**src/rtl/fme_satd_gen_acc_if.sv**
```systemverilog
// Row-in / SATD-out bundle between the FME interpolator, the SATD engine and the cost comparator.
interface fme_satd_gen_acc_if #(
    parameter int BIT_DEPTH    = 8,
    parameter int BLK_LOG2_MAX = 4
);
    logic                              clear_i;
    logic                              valid_i;
    logic [2:0]                        blk_log2_i;
    logic [BIT_DEPTH-1:0]              cur_p0_i, cur_p1_i, cur_p2_i, cur_p3_i;
    logic [BIT_DEPTH-1:0]              ref_p0_i, ref_p1_i, ref_p2_i, ref_p3_i;
    logic [BIT_DEPTH+6:0]              satd_4x4_o;
    logic                              satd_4x4_valid_o;
    logic [BIT_DEPTH+6+BLK_LOG2_MAX:0] satd_blk_o;
    logic                              satd_blk_valid_o;
    logic [BLK_LOG2_MAX-1:0]           blk_idx_o;

    modport master (
        output clear_i, valid_i, blk_log2_i,
        output cur_p0_i, cur_p1_i, cur_p2_i, cur_p3_i,
        output ref_p0_i, ref_p1_i, ref_p2_i, ref_p3_i,
        input  satd_4x4_o, satd_4x4_valid_o, satd_blk_o, satd_blk_valid_o, blk_idx_o
    );

    modport slave (
        input  clear_i, valid_i, blk_log2_i,
        input  cur_p0_i, cur_p1_i, cur_p2_i, cur_p3_i,
        input  ref_p0_i, ref_p1_i, ref_p2_i, ref_p3_i,
        output satd_4x4_o, satd_4x4_valid_o, satd_blk_o, satd_blk_valid_o, blk_idx_o
    );
endinterface

```
**src/rtl/fme_satd_gen_acc.sv**
```systemverilog
// Streaming 4x4 Hadamard SATD: row transform into a ping-pong transpose buffer, column
// transform + abs + accumulate, rounding, then optional accumulation over a group of blocks.
module fme_satd_gen_acc #(
    parameter int BIT_DEPTH    = 8,
    parameter int BLK_LOG2_MAX = 4,
    parameter int ROUND_EN     = 1
) (
    input  logic              clk_i,
    input  logic              rst_n_i,
    fme_satd_gen_acc_if.slave bus
);
    localparam int DW = BIT_DEPTH + 1;
    localparam int RW = BIT_DEPTH + 3;
    localparam int CW = BIT_DEPTH + 5;
    localparam int AW = BIT_DEPTH + 4;
    localparam int SW = BIT_DEPTH + 8;
    localparam int OW = BIT_DEPTH + 7;
    localparam int GW = OW + BLK_LOG2_MAX;
    localparam int IW = BLK_LOG2_MAX;

    logic [BIT_DEPTH-1:0] cur_pel [4];
    logic [BIT_DEPTH-1:0] ref_pel [4];
    assign cur_pel[0] = bus.cur_p0_i;
    assign cur_pel[1] = bus.cur_p1_i;
    assign cur_pel[2] = bus.cur_p2_i;
    assign cur_pel[3] = bus.cur_p3_i;
    assign ref_pel[0] = bus.ref_p0_i;
    assign ref_pel[1] = bus.ref_p1_i;
    assign ref_pel[2] = bus.ref_p2_i;
    assign ref_pel[3] = bus.ref_p3_i;

    logic accept;
    assign accept = bus.valid_i && !bus.clear_i;

    logic signed [RW-1:0] diff_ext [4];
    logic signed [RW-1:0] row_h [4];
    logic signed [RW-1:0] rs0, rs1, rt0, rt1;

    generate
        for (genvar gi = 0; gi < 4; gi++) begin : g_diff
            logic signed [DW-1:0] diff;
            assign diff         = $signed({1'b0, cur_pel[gi]}) - $signed({1'b0, ref_pel[gi]});
            assign diff_ext[gi] = $signed({{(RW-DW){diff[DW-1]}}, diff});
        end
    endgenerate

    assign rs0      = diff_ext[0] + diff_ext[1];
    assign rs1      = diff_ext[2] + diff_ext[3];
    assign rt0      = diff_ext[0] - diff_ext[1];
    assign rt1      = diff_ext[2] - diff_ext[3];
    assign row_h[0] = rs0 + rs1;
    assign row_h[1] = rs0 - rs1;
    assign row_h[2] = rt0 - rt1;
    assign row_h[3] = rt0 + rt1;

    logic [1:0]    row_q, row_d;
    logic          wr_bank_q, wr_bank_d;
    logic [IW-1:0] in_cnt_q, in_cnt_d;
    logic [2:0]    in_log2_q, in_log2_d;
    logic          col_act_q, col_act_d;
    logic [1:0]    col_idx_q, col_idx_d;
    logic          rd_bank_q, rd_bank_d;
    logic [IW-1:0] col_tag_idx_q, col_tag_idx_d;
    logic          col_tag_last_q, col_tag_last_d;

    logic [2:0]    log2_clamped;
    logic [IW:0]   grp_len;
    logic          in_last;

    assign log2_clamped = (bus.blk_log2_i > 3'(BLK_LOG2_MAX)) ? 3'(BLK_LOG2_MAX) : bus.blk_log2_i;
    assign grp_len      = (IW+1)'(1) << in_log2_q;
    assign in_last      = ({1'b0, in_cnt_q} == (grp_len - (IW+1)'(1)));

    // Group size and block index are tagged at row 3 and ride down the pipeline with the block.
    always_comb begin
        row_d          = row_q;
        wr_bank_d      = wr_bank_q;
        in_cnt_d       = in_cnt_q;
        in_log2_d      = in_log2_q;
        col_act_d      = col_act_q && (col_idx_q != 2'd3);
        col_idx_d      = col_act_q ? col_idx_q + 2'd1 : col_idx_q;
        rd_bank_d      = rd_bank_q;
        col_tag_idx_d  = col_tag_idx_q;
        col_tag_last_d = col_tag_last_q;
        if (accept) begin
            row_d = row_q + 2'd1;
            if (row_q == 2'd0 && in_cnt_q == '0) begin
                in_log2_d = log2_clamped;
            end
            if (row_q == 2'd3) begin
                wr_bank_d      = ~wr_bank_q;
                in_cnt_d       = in_last ? '0 : in_cnt_q + IW'(1);
                col_act_d      = 1'b1;
                col_idx_d      = 2'd0;
                rd_bank_d      = wr_bank_q;
                col_tag_idx_d  = in_cnt_q;
                col_tag_last_d = in_last;
            end
        end
        if (bus.clear_i) begin
            row_d          = '0;
            wr_bank_d      = 1'b0;
            in_cnt_d       = '0;
            in_log2_d      = '0;
            col_act_d      = 1'b0;
            col_idx_d      = '0;
            rd_bank_d      = 1'b0;
            col_tag_idx_d  = '0;
            col_tag_last_d = 1'b0;
        end
    end

    always_ff @(posedge clk_i or negedge rst_n_i) begin
        if (!rst_n_i) begin
            row_q          <= '0;
            wr_bank_q      <= 1'b0;
            in_cnt_q       <= '0;
            in_log2_q      <= '0;
            col_act_q      <= 1'b0;
            col_idx_q      <= '0;
            rd_bank_q      <= 1'b0;
            col_tag_idx_q  <= '0;
            col_tag_last_q <= 1'b0;
        end else begin
            row_q          <= row_d;
            wr_bank_q      <= wr_bank_d;
            in_cnt_q       <= in_cnt_d;
            in_log2_q      <= in_log2_d;
            col_act_q      <= col_act_d;
            col_idx_q      <= col_idx_d;
            rd_bank_q      <= rd_bank_d;
            col_tag_idx_q  <= col_tag_idx_d;
            col_tag_last_q <= col_tag_last_d;
        end
    end

    logic signed [RW-1:0] tbuf_q [2][4][4];

    always_ff @(posedge clk_i) begin
        if (accept) begin
            for (int c = 0; c < 4; c++) begin
                tbuf_q[wr_bank_q][row_q][c] <= row_h[c];
            end
        end
    end

    logic signed [CW-1:0] col_ext [4];
    logic signed [CW-1:0] col_h [4];
    logic signed [CW-1:0] cs0, cs1, ct0, ct1;
    logic [AW-1:0]        col_abs [4];

    generate
        for (genvar gi = 0; gi < 4; gi++) begin : g_col
            logic signed [RW-1:0] col_v;
            assign col_v        = tbuf_q[rd_bank_q][gi][col_idx_q];
            assign col_ext[gi]  = $signed({{(CW-RW){col_v[RW-1]}}, col_v});
            assign col_abs[gi]  = col_h[gi][CW-1] ? AW'(-col_h[gi]) : AW'(col_h[gi]);
        end
    endgenerate

    assign cs0      = col_ext[0] + col_ext[1];
    assign cs1      = col_ext[2] + col_ext[3];
    assign ct0      = col_ext[0] - col_ext[1];
    assign ct1      = col_ext[2] - col_ext[3];
    assign col_h[0] = cs0 + cs1;
    assign col_h[1] = cs0 - cs1;
    assign col_h[2] = ct0 - ct1;
    assign col_h[3] = ct0 + ct1;

    logic [AW-1:0]   abs_q [4];
    logic            s1_v_q, s1_first_q, s1_last_q, s1_glast_q;
    logic [IW-1:0]   s1_idx_q;
    logic [SW-1:0]   acc_q;
    logic            acc_done_q, acc_glast_q;
    logic [IW-1:0]   acc_idx_q;
    logic [OW-1:0]   rnd_q;
    logic            rnd_v_q, rnd_glast_q;
    logic [IW-1:0]   rnd_idx_q;
    logic [OW-1:0]   satd_q;
    logic            satd_v_q, blk_v_q;
    logic [IW-1:0]   idx_q;
    logic [GW-1:0]   blk_q, grp_acc_q;

    logic [SW-1:0]   col_sum;
    logic [OW-1:0]   rnd_val;
    logic [GW-1:0]   grp_sum;

    assign col_sum = SW'(abs_q[0]) + SW'(abs_q[1]) + SW'(abs_q[2]) + SW'(abs_q[3]);
    assign rnd_val = OW'((acc_q + SW'(ROUND_EN != 0)) >> 1);
    assign grp_sum = ((rnd_idx_q == '0) ? '0 : grp_acc_q) + GW'(rnd_q);

    always_ff @(posedge clk_i or negedge rst_n_i) begin
        if (!rst_n_i) begin
            for (int c = 0; c < 4; c++) abs_q[c] <= '0;
            {s1_v_q, s1_first_q, s1_last_q, s1_glast_q, s1_idx_q} <= '0;
            {acc_q, acc_done_q, acc_glast_q, acc_idx_q}           <= '0;
            {rnd_q, rnd_v_q, rnd_glast_q, rnd_idx_q}              <= '0;
            {satd_q, satd_v_q, blk_v_q, idx_q, blk_q, grp_acc_q}  <= '0;
        end else if (bus.clear_i) begin
            {s1_v_q, acc_done_q, rnd_v_q}                         <= '0;
            {satd_q, satd_v_q, blk_v_q, idx_q, blk_q, grp_acc_q}  <= '0;
        end else begin
            s1_v_q     <= col_act_q;
            s1_first_q <= (col_idx_q == 2'd0);
            s1_last_q  <= (col_idx_q == 2'd3);
            s1_idx_q   <= col_tag_idx_q;
            s1_glast_q <= col_tag_last_q;
            if (col_act_q) begin
                for (int c = 0; c < 4; c++) abs_q[c] <= col_abs[c];
            end
            acc_done_q <= s1_v_q && s1_last_q;
            if (s1_v_q) begin
                acc_q       <= (s1_first_q ? '0 : acc_q) + col_sum;
                acc_idx_q   <= s1_idx_q;
                acc_glast_q <= s1_glast_q;
            end
            rnd_v_q <= acc_done_q;
            if (acc_done_q) begin
                rnd_q       <= rnd_val;
                rnd_idx_q   <= acc_idx_q;
                rnd_glast_q <= acc_glast_q;
            end
            satd_v_q <= rnd_v_q;
            blk_v_q  <= rnd_v_q && rnd_glast_q;
            if (rnd_v_q) begin
                satd_q    <= rnd_q;
                idx_q     <= rnd_idx_q;
                grp_acc_q <= grp_sum;
                if (rnd_glast_q) blk_q <= grp_sum;
            end
        end
    end

    assign bus.satd_4x4_o       = satd_q;
    assign bus.satd_4x4_valid_o = satd_v_q;
    assign bus.satd_blk_o       = blk_q;
    assign bus.satd_blk_valid_o = blk_v_q;
    assign bus.blk_idx_o        = idx_q;
endmodule

```
**src/flat_wrapper.sv**
```systemverilog
// flat-port wrapper written by rule: the top's interface ports become plain ports
module fme_satd_gen_acc_flat 
#(
    parameter int BIT_DEPTH    = 8,
    parameter int BLK_LOG2_MAX = 4,
    parameter int ROUND_EN     = 1
)
  (clk_i, rst_n_i, bus_clear_i, bus_valid_i, bus_blk_log2_i, bus_cur_p0_i, bus_cur_p1_i, bus_cur_p2_i, bus_cur_p3_i, bus_ref_p0_i, bus_ref_p1_i, bus_ref_p2_i, bus_ref_p3_i, bus_satd_4x4_o, bus_satd_4x4_valid_o, bus_satd_blk_o, bus_satd_blk_valid_o, bus_blk_idx_o);
  fme_satd_gen_acc_if #(.BIT_DEPTH(BIT_DEPTH), .BLK_LOG2_MAX(BLK_LOG2_MAX)) bus_i ();
  input  logic clk_i;
  input  logic rst_n_i;
  input wire logic [$bits(bus_i.clear_i)-1:0] bus_clear_i;
  input wire logic [$bits(bus_i.valid_i)-1:0] bus_valid_i;
  input wire logic [$bits(bus_i.blk_log2_i)-1:0] bus_blk_log2_i;
  input wire logic [$bits(bus_i.cur_p0_i)-1:0] bus_cur_p0_i;
  input wire logic [$bits(bus_i.cur_p1_i)-1:0] bus_cur_p1_i;
  input wire logic [$bits(bus_i.cur_p2_i)-1:0] bus_cur_p2_i;
  input wire logic [$bits(bus_i.cur_p3_i)-1:0] bus_cur_p3_i;
  input wire logic [$bits(bus_i.ref_p0_i)-1:0] bus_ref_p0_i;
  input wire logic [$bits(bus_i.ref_p1_i)-1:0] bus_ref_p1_i;
  input wire logic [$bits(bus_i.ref_p2_i)-1:0] bus_ref_p2_i;
  input wire logic [$bits(bus_i.ref_p3_i)-1:0] bus_ref_p3_i;
  output wire logic [$bits(bus_i.satd_4x4_o)-1:0] bus_satd_4x4_o;
  output wire logic [$bits(bus_i.satd_4x4_valid_o)-1:0] bus_satd_4x4_valid_o;
  output wire logic [$bits(bus_i.satd_blk_o)-1:0] bus_satd_blk_o;
  output wire logic [$bits(bus_i.satd_blk_valid_o)-1:0] bus_satd_blk_valid_o;
  output wire logic [$bits(bus_i.blk_idx_o)-1:0] bus_blk_idx_o;
  assign bus_i.clear_i = bus_clear_i;
  assign bus_i.valid_i = bus_valid_i;
  assign bus_i.blk_log2_i = bus_blk_log2_i;
  assign bus_i.cur_p0_i = bus_cur_p0_i;
  assign bus_i.cur_p1_i = bus_cur_p1_i;
  assign bus_i.cur_p2_i = bus_cur_p2_i;
  assign bus_i.cur_p3_i = bus_cur_p3_i;
  assign bus_i.ref_p0_i = bus_ref_p0_i;
  assign bus_i.ref_p1_i = bus_ref_p1_i;
  assign bus_i.ref_p2_i = bus_ref_p2_i;
  assign bus_i.ref_p3_i = bus_ref_p3_i;
  assign bus_satd_4x4_o = bus_i.satd_4x4_o;
  assign bus_satd_4x4_valid_o = bus_i.satd_4x4_valid_o;
  assign bus_satd_blk_o = bus_i.satd_blk_o;
  assign bus_satd_blk_valid_o = bus_i.satd_blk_valid_o;
  assign bus_blk_idx_o = bus_i.blk_idx_o;
  fme_satd_gen_acc #(.BIT_DEPTH(BIT_DEPTH), .BLK_LOG2_MAX(BLK_LOG2_MAX), .ROUND_EN(ROUND_EN)) u_core (.clk_i(clk_i), .rst_n_i(rst_n_i), .bus(bus_i));
endmodule
```
**config.mk**
```make
export PLATFORM = sky130hd
export DESIGN_NAME = fme_satd_gen_acc_flat
export DESIGN_NICKNAME = d
export VERILOG_FILES = /design/src/rtl/fme_satd_gen_acc_if.sv /design/src/rtl/fme_satd_gen_acc.sv /design/src/flat_wrapper.sv
export SDC_FILE = /design/constraint.sdc
export NUM_CORES = 1
export LEC_CHECK = 0
export ABC_CLOCK_PERIOD_IN_PS = 5260
export CORE_ASPECT_RATIO = 1.2
export CORE_MARGIN = 10
export CORE_UTILIZATION = 59
export CTS_CLUSTER_SIZE = 8
export DETAILED_ROUTE_END_ITERATION = 16
export DONT_BUFFER_PORTS = 1
export PLACE_DENSITY = 0.77
export SETUP_SLACK_MARGIN = 0.3
export SLEW_MARGIN = 5
export SYNTH_ARGS = -nofsm -noshare
export SYNTH_HDL_FRONTEND = slang
export SYNTH_SLANG_ARGS = --single-unit
```
**constraint.sdc**
```tcl
create_clock -name clk_i -period 5.26 [get_ports clk_i]
set_input_delay 0.526 -clock clk_i [delete_from_list [all_inputs] [get_ports clk_i]]
set_output_delay 0.526 -clock clk_i [all_outputs]
set_load 0.02 [all_outputs]
```
### Word level (Yosys, flattened, before mapping)

Memories as Yosys holds them, arrays and structs flattened.
Cells that the tools add are included.

| cells by class | value |
|---|---|
| $add $sub $neg | 34 |
| $lt $le $gt $ge | 4 |
| equality and inequality tests | 4 |
| shift operators | 1 |
| mux-type cells | 602 |
| bitwise logic cells | 532 |
| reductions and logical operators | 22 |

Operators by type and width:

| cell | number |
|---|---|
| $mux W176 | 4 |
| $mux W1 | 546 |
| $or A1 B1 Y1 | 528 |
| $demux W44 S2 | 4 |
| $mux W19 | 6 |
| $mux W11 | 9 |
| $bmux W11 S2 | 4 |
| $mux W12 | 4 |
| $neg A12 Y12 | 4 |
| $mux W44 | 1 |
| $add A12 B12 Y13 | 3 |
| $mux W4 | 9 |
| $sub A8 B8 Y9 | 4 |
| $mux W33 | 1 |
| $add A16 B12 Y16 | 2 |
| $mux W15 | 2 |
| $sub A12 B12 Y13 | 2 |
| $add A11 B11 Y12 | 2 |
| $sub A11 B11 Y12 | 2 |
| $add A11 B11 Y11 | 2 |
| $mux W22 | 1 |
| $sub A11 B11 Y11 | 2 |
| $add A9 B9 Y10 | 2 |
| $sub A9 B9 Y10 | 2 |
| other kinds (24) | 53 |

| word-level totals | value |
|---|---|
| register bits after elaboration | 177 |
| RAM bits | 352 |
| input port bits | 71 |
| output and inout bits | 40 |
| memories kept | 1 |

Memory list:

| name | words | width | read ports | clocked after memory_dff | wr ports | RTL line | source |
|---|---|---|---|---|---|---|---|
| u_core.tbuf_q | 2 | 176 | 1 | 0 | 1 | fme_satd_gen_acc.sv:137 | `logic signed [RW-1:0] tbuf_q [2][4][4];` |

### Logic depth before layout (Yosys ltp)

| logic depth | value |
|---|---|
| word-level depth | 9 |
| gate-level depth with buffers | 26 |

### Least setup slack after synthesis

No wires, ideal clock.

| timing | value |
|---|---|
| path kind | register -> register |
| start | register u_core.rd_bank_q |
| end | register u_core.abs_q[20] in the netlist's numbering |
| setup time | 0.083 ns |
| arrival | 5.708 ns |
| required time | 5.177 ns |
| slack | -0.531 ns |
| cell stages (with the launch flop) | 25 |
| clock period less this slack | 5.791 ns |
| cell sequence | dfrtp_1 clkbuf_1 buf_2 clkbuf_1 buf_2 mux4_2 nand2_1 nand2_1 ha_1 nor2b_1 o21ai_0 a21boi_0 o21a_1 o21ai_0 a2111oi_0 o21ai_0 a31o_2 ha_1 nor3_1 nand2b_1 o21ai_0 clkbuf_1 o31ai_1 xor2_1 o21ai_0 |

| on the way | value |
|---|---|
| cells in the longest elaborated chain, start to end | 8 |
| elaborated cells on any way between the ends | 18 |
| those cells by class | add/sub: 4; mux: 13; memory: 1 |

RTL lines:

| item | RTL line | source |
|---|---|---|
| from (decl) | fme_satd_gen_acc.sv:62 | `logic rd_bank_q, rd_bank_d;` |
| from (signal assigned) | fme_satd_gen_acc.sv:131 | `rd_bank_q <= rd_bank_d;` |
| $mem_v2 Z2 W176 (*) | n/a |  |
| $bmux W11 S2 | fme_satd_gen_acc.sv:155 | `assign col_v = tbuf_q[rd_bank_q][gi][col_idx_q];` |
| $mux W11 (not written as such) (2 in a row) | fme_satd_gen_acc.sv:155 |  |
| $sub A11 B11 Y12, on equally long branches | fme_satd_gen_acc.sv:163, fme_satd_gen_acc.sv:164 |  |
| $sub A12 B12 Y13 (*) | fme_satd_gen_acc.sv:167 | `assign col_h[2] = ct0 - ct1;` |
| $neg A12 Y12 | fme_satd_gen_acc.sv:157 | `assign col_abs[gi] = col_h[gi][CW-1] ? AW'(-col_h[gi]) : AW'(col_h[gi]);` |
| $mux W12 (*) | fme_satd_gen_acc.sv:157 |  |
| to (decl) | fme_satd_gen_acc.sv:170 | `logic [AW-1:0] abs_q [4];` |

Every way passes the cells marked *; elsewhere a longest branch is shown, timed or not. The select of a mux whose other input is x is not followed.
A chain may end at the register's enable or synchronous reset.

### Worst setup path after layout

| timing | value |
|---|---|
| start | register u_core.rd_bank_q |
| end | register u_core.abs_q[10] in the netlist's numbering |

| on the way | value |
|---|---|
| cells in the longest elaborated chain, start to end | 8 |
| elaborated cells on any way between the ends | 18 |
| those cells by class | add/sub: 4; mux: 13; memory: 1 |

RTL lines:

| item | RTL line | source |
|---|---|---|
| $mem_v2 Z2 W176 (*) | n/a |  |
| $bmux W11 S2 | fme_satd_gen_acc.sv:155 |  |
| $mux W11 (not written as such) (2 in a row) | fme_satd_gen_acc.sv:155 |  |
| $sub A11 B11 Y12, on equally long branches | fme_satd_gen_acc.sv:163, fme_satd_gen_acc.sv:164 |  |
| $add A12 B12 Y13 (*) | fme_satd_gen_acc.sv:168 | `assign col_h[3] = ct0 + ct1;` |
| $neg A12 Y12 | fme_satd_gen_acc.sv:157 |  |
| $mux W12 (*) | fme_satd_gen_acc.sv:157 |  |

Marks and branches as above.

==> impl_metrics.yaml <==
logic_synthesis:
  synth_compound_area_share_pct: 13.07
  ys_types: 85
  synth.ff_latch_count: 511
  synthCells: 3089
  yosys_warnings: 0
  ys.flop_type: "edfxtp_1"
  yosysTopAreaCell: "edfxtp_1"
  syn_area_per_cell_um2: 10.65
  synth_area_leaders: "edfxtp_1 (31%), dfrtp_1 (13%), ha_1 (9.8%)"
  synth-adder-area-share_pct: 12.61
  synth_fp_nets: 3464
  ys_seq_area_share_pct: 43.97
  synth_top_family_by_area: "compound AO/OA/AOI/OAI gates"
  synth_edf_count: 336
  yosys.area_share.simple_pct: 11.13
  ys_top_cells_by_count: "edfxtp_1 (336), nand2_1 (313), inv_1 (281)"
  synthMuxAreaShare_pct: 8.346
  yosysTopAreaCellShare_pct: 30.66
  netlist_area_mm2: 0.03291
  async_flop_share_pct: 34.25
  synth_most_common_cell: "edfxtp_1"
  yosys.area_share.xor_xnor_pct: 6.065
setup_path:
  r2r_start: "u_core.rd_bank_q"
  arrival_ns: 5.55
  crit_path_start: "u_core.rd_bank_q"
  crit_required_ns: 5.72
  critPathKind: "reg -> reg"
  start_kind: "register"
  critPathCaptureType: "register"
  path_max_fanout: 7
global_route:
  gr-total-overflow: 0
  track_usage_pct: 25.50
  antenna_found_initial: 0
  grt_max_degree: 176
  grt_pass1_wl_mm: 135.0
  grt_pass1_vias: 25330
layout:
  ff_latch_area_mm2: 0.01448
  nets: 3573
  area_growth_pct: 16.76
  fillCellCount: 3731
  diodes: 0
  final_util_pct: 69.80
  multi_input_area_mm2: 0.01835
  drive_gt1_share_pct: 18.92
sta:
  hold_slack_ns: 0.03620
  setup_viol: 0
  tightest_slew_ns: 1.257
  finalHoldViolations: 0
  tns_ns: 0
  period_needed_ns: 5.092
  skew_ns: 0.04024
  slew_headroom_pct: 16.01
  rsz0062_at_grt: "true"
  finalCritPeriodShare_pct: 96.80
  drv_slew: 0
  fmax_mhz: 196.4
clock_tree:
  cts.sinks: 511
  clockBufferDepth: 3
  path_clk_slew_ns: 0.06
  htreeDepth: 3
  clk_latency_ns: 0.64
  tritoncts: "yes"
  cts_buffers: 74
  cts_root_buffer: "clkbuf_16"
place:
  routabilityCongestion: 0.9963
  dp_hpwl_mm: 58.79
  io_buffer_count: 0
detailed_routing:
  totalWireLength_mm: 87.61
  wire_per_inst_um: 22.18
  drc: 0
  dr.first_iter.drc_count: 2113
  viasPerCell: 6.192
  drtPass1Iterations: 7
  vias: 24460
  ant_nets: 0
floorplan:
  core_area_mm2: 0.05504
  initial_core_util_pct: 59.78
  die_h_um: 278.7
  ioPinCount: 111
  fp.dieW_um: 235.6
  dieArea_mm2: 0.06566
  row_count: 94
run_status:
  outcome: "finished clean"
job:
  maxCapViolations: 0
min_path:
  hp-class: "in -> reg"
  hp-start: "bus_valid_i"
## kinds of logic (layout without fill, tap and decap cells)
kind of cell	count (synthesis)	after routing
AOI/OAI and AO/OA	692	693
adders and majority gates	304	304
DFF	511	511
xor gates and xnor gates	227	227
buffers and inverters	413	553
and+or+nand+nor	776	776
muxes	166	166
## cell usage in the layout, fill, tap and decap left out, drive strengths merged, types with 38 or more instances in the layout
master	instances
a21o	52
a21oi	212
and2	45
buf	158
clkbuf	102
dfrtp	175
edfxtp	336
fa	46
ha	258
inv	282
mux2i	58
mux4	84
nand2	313
nand2b	45
nor2	174
nor2b	38
o21ai	204
o21bai	51
xnor2	157
xor2	70
## per-layer routing
| metal | wire length (µm) | track usage, % |
|---|---|---|
| met3 | 5075 | 4.067 |
| met5 | 0 | 0 |
| met2 | 46160 | 47.07 |
| met4 | 5540 | 15.66 |
| met1 | 30840 | 26.79 |
## worst paths after layout
check | to | cells after the start | slack [ns]
max | u_core.abs_q[10] | 23 | 0.17
min | u_core.row_q[0] | 2 | 0.04
max reg2reg | u_core.abs_q[10] | 23 | 0.17
min reg2reg | u_core.grp_acc_q[5] | 2 | 0.48
max in group asynchronous | u_core.rnd_v_q | 2 | 3.95
min in group asynchronous | u_core.row_q[0] | 2 | 0.65
## through the flow
| step | std cells | area, µm² | setup slack [ns] |
|---|---|---|---|
| floorplan | 3089 | 33010 | 0.2907 |
| global placement | 3772 | 34100 | -0.2043 |
| CTS | 3911 | 37110 | 0.2687 |
| global route | 3950 | 38420 | -0.04262 |
| detailed placement | 3772 | 34100 | -0.2827 |
| finish | 3950 | 38420 | 0.1681 |
## critical path, stage by stage (launching register included)
cell and delay, ns:
dfrtp_4 0.51, buf_6 0.15, buf_16 0.12, mux4_2 0.52
inv_2 0.11, ha_4 0.16, inv_2 0.05, fa_2 0.40
a21o_1 0.21, a21oi_2 0.18, o21bai_1 0.13, a21oi_2 0.17
buf_4 0.13, xnor2_2 0.08, ha_2 0.19, or3_4 0.39
a211o_1 0.26, a41oi_2 0.27, xnor2_2 0.16, buf_4 0.14
nand4_1 0.10, o31ai_2 0.25, xor2_1 0.16, o21ai_1 0.07
## cell type report
class / instances / area share [%]
clock buffer: 100 / 5.100
clock inverter: 8 / 0.4364
inverter: 284 / 2.784
multi-input combinational: 2166 / 47.75
sequential: 511 / 37.68
tap: 720 / 2.345
timing repair buffer: 161 / 3.898
## registers in the layout, summed over array words and instances, names as in the netlist, 2 cells and up
signal	cells
u_core.acc_idx_q	4
u_core.in_cnt_q	4
u_core.rnd_idx_q	4
u_core.bus.satd_blk_o	19
u_core.col_tag_idx_q	4
u_core.s1_idx_q	4
u_core.grp_acc_q	19
u_core.in_log2_q	3
u_core.bus.satd_4x4_o	15
u_core.abs_q	46
u_core.acc_q	16
u_core.row_q	2
u_core.bus.blk_idx_o	4
u_core.col_idx_q	2
u_core.tbuf_q	336
u_core.rnd_q	15
## timing repair
| action | in CTS | in global routing |
|---|---|---|
| cloned | 4 | 3 |
| resized for setup | 118 | 212 |
| hold endpoints to repair | 225 | 0 |
| pin swaps | 26 | 96 |
| buffers inserted | 24 | 36 |
| setup endpoints to repair | 47 | 71 |
| hold buffers | 3 | 0 |
Power is not shown: default switching activity piles up to over one toggle a cycle in this logic, so the estimate is an artifact.
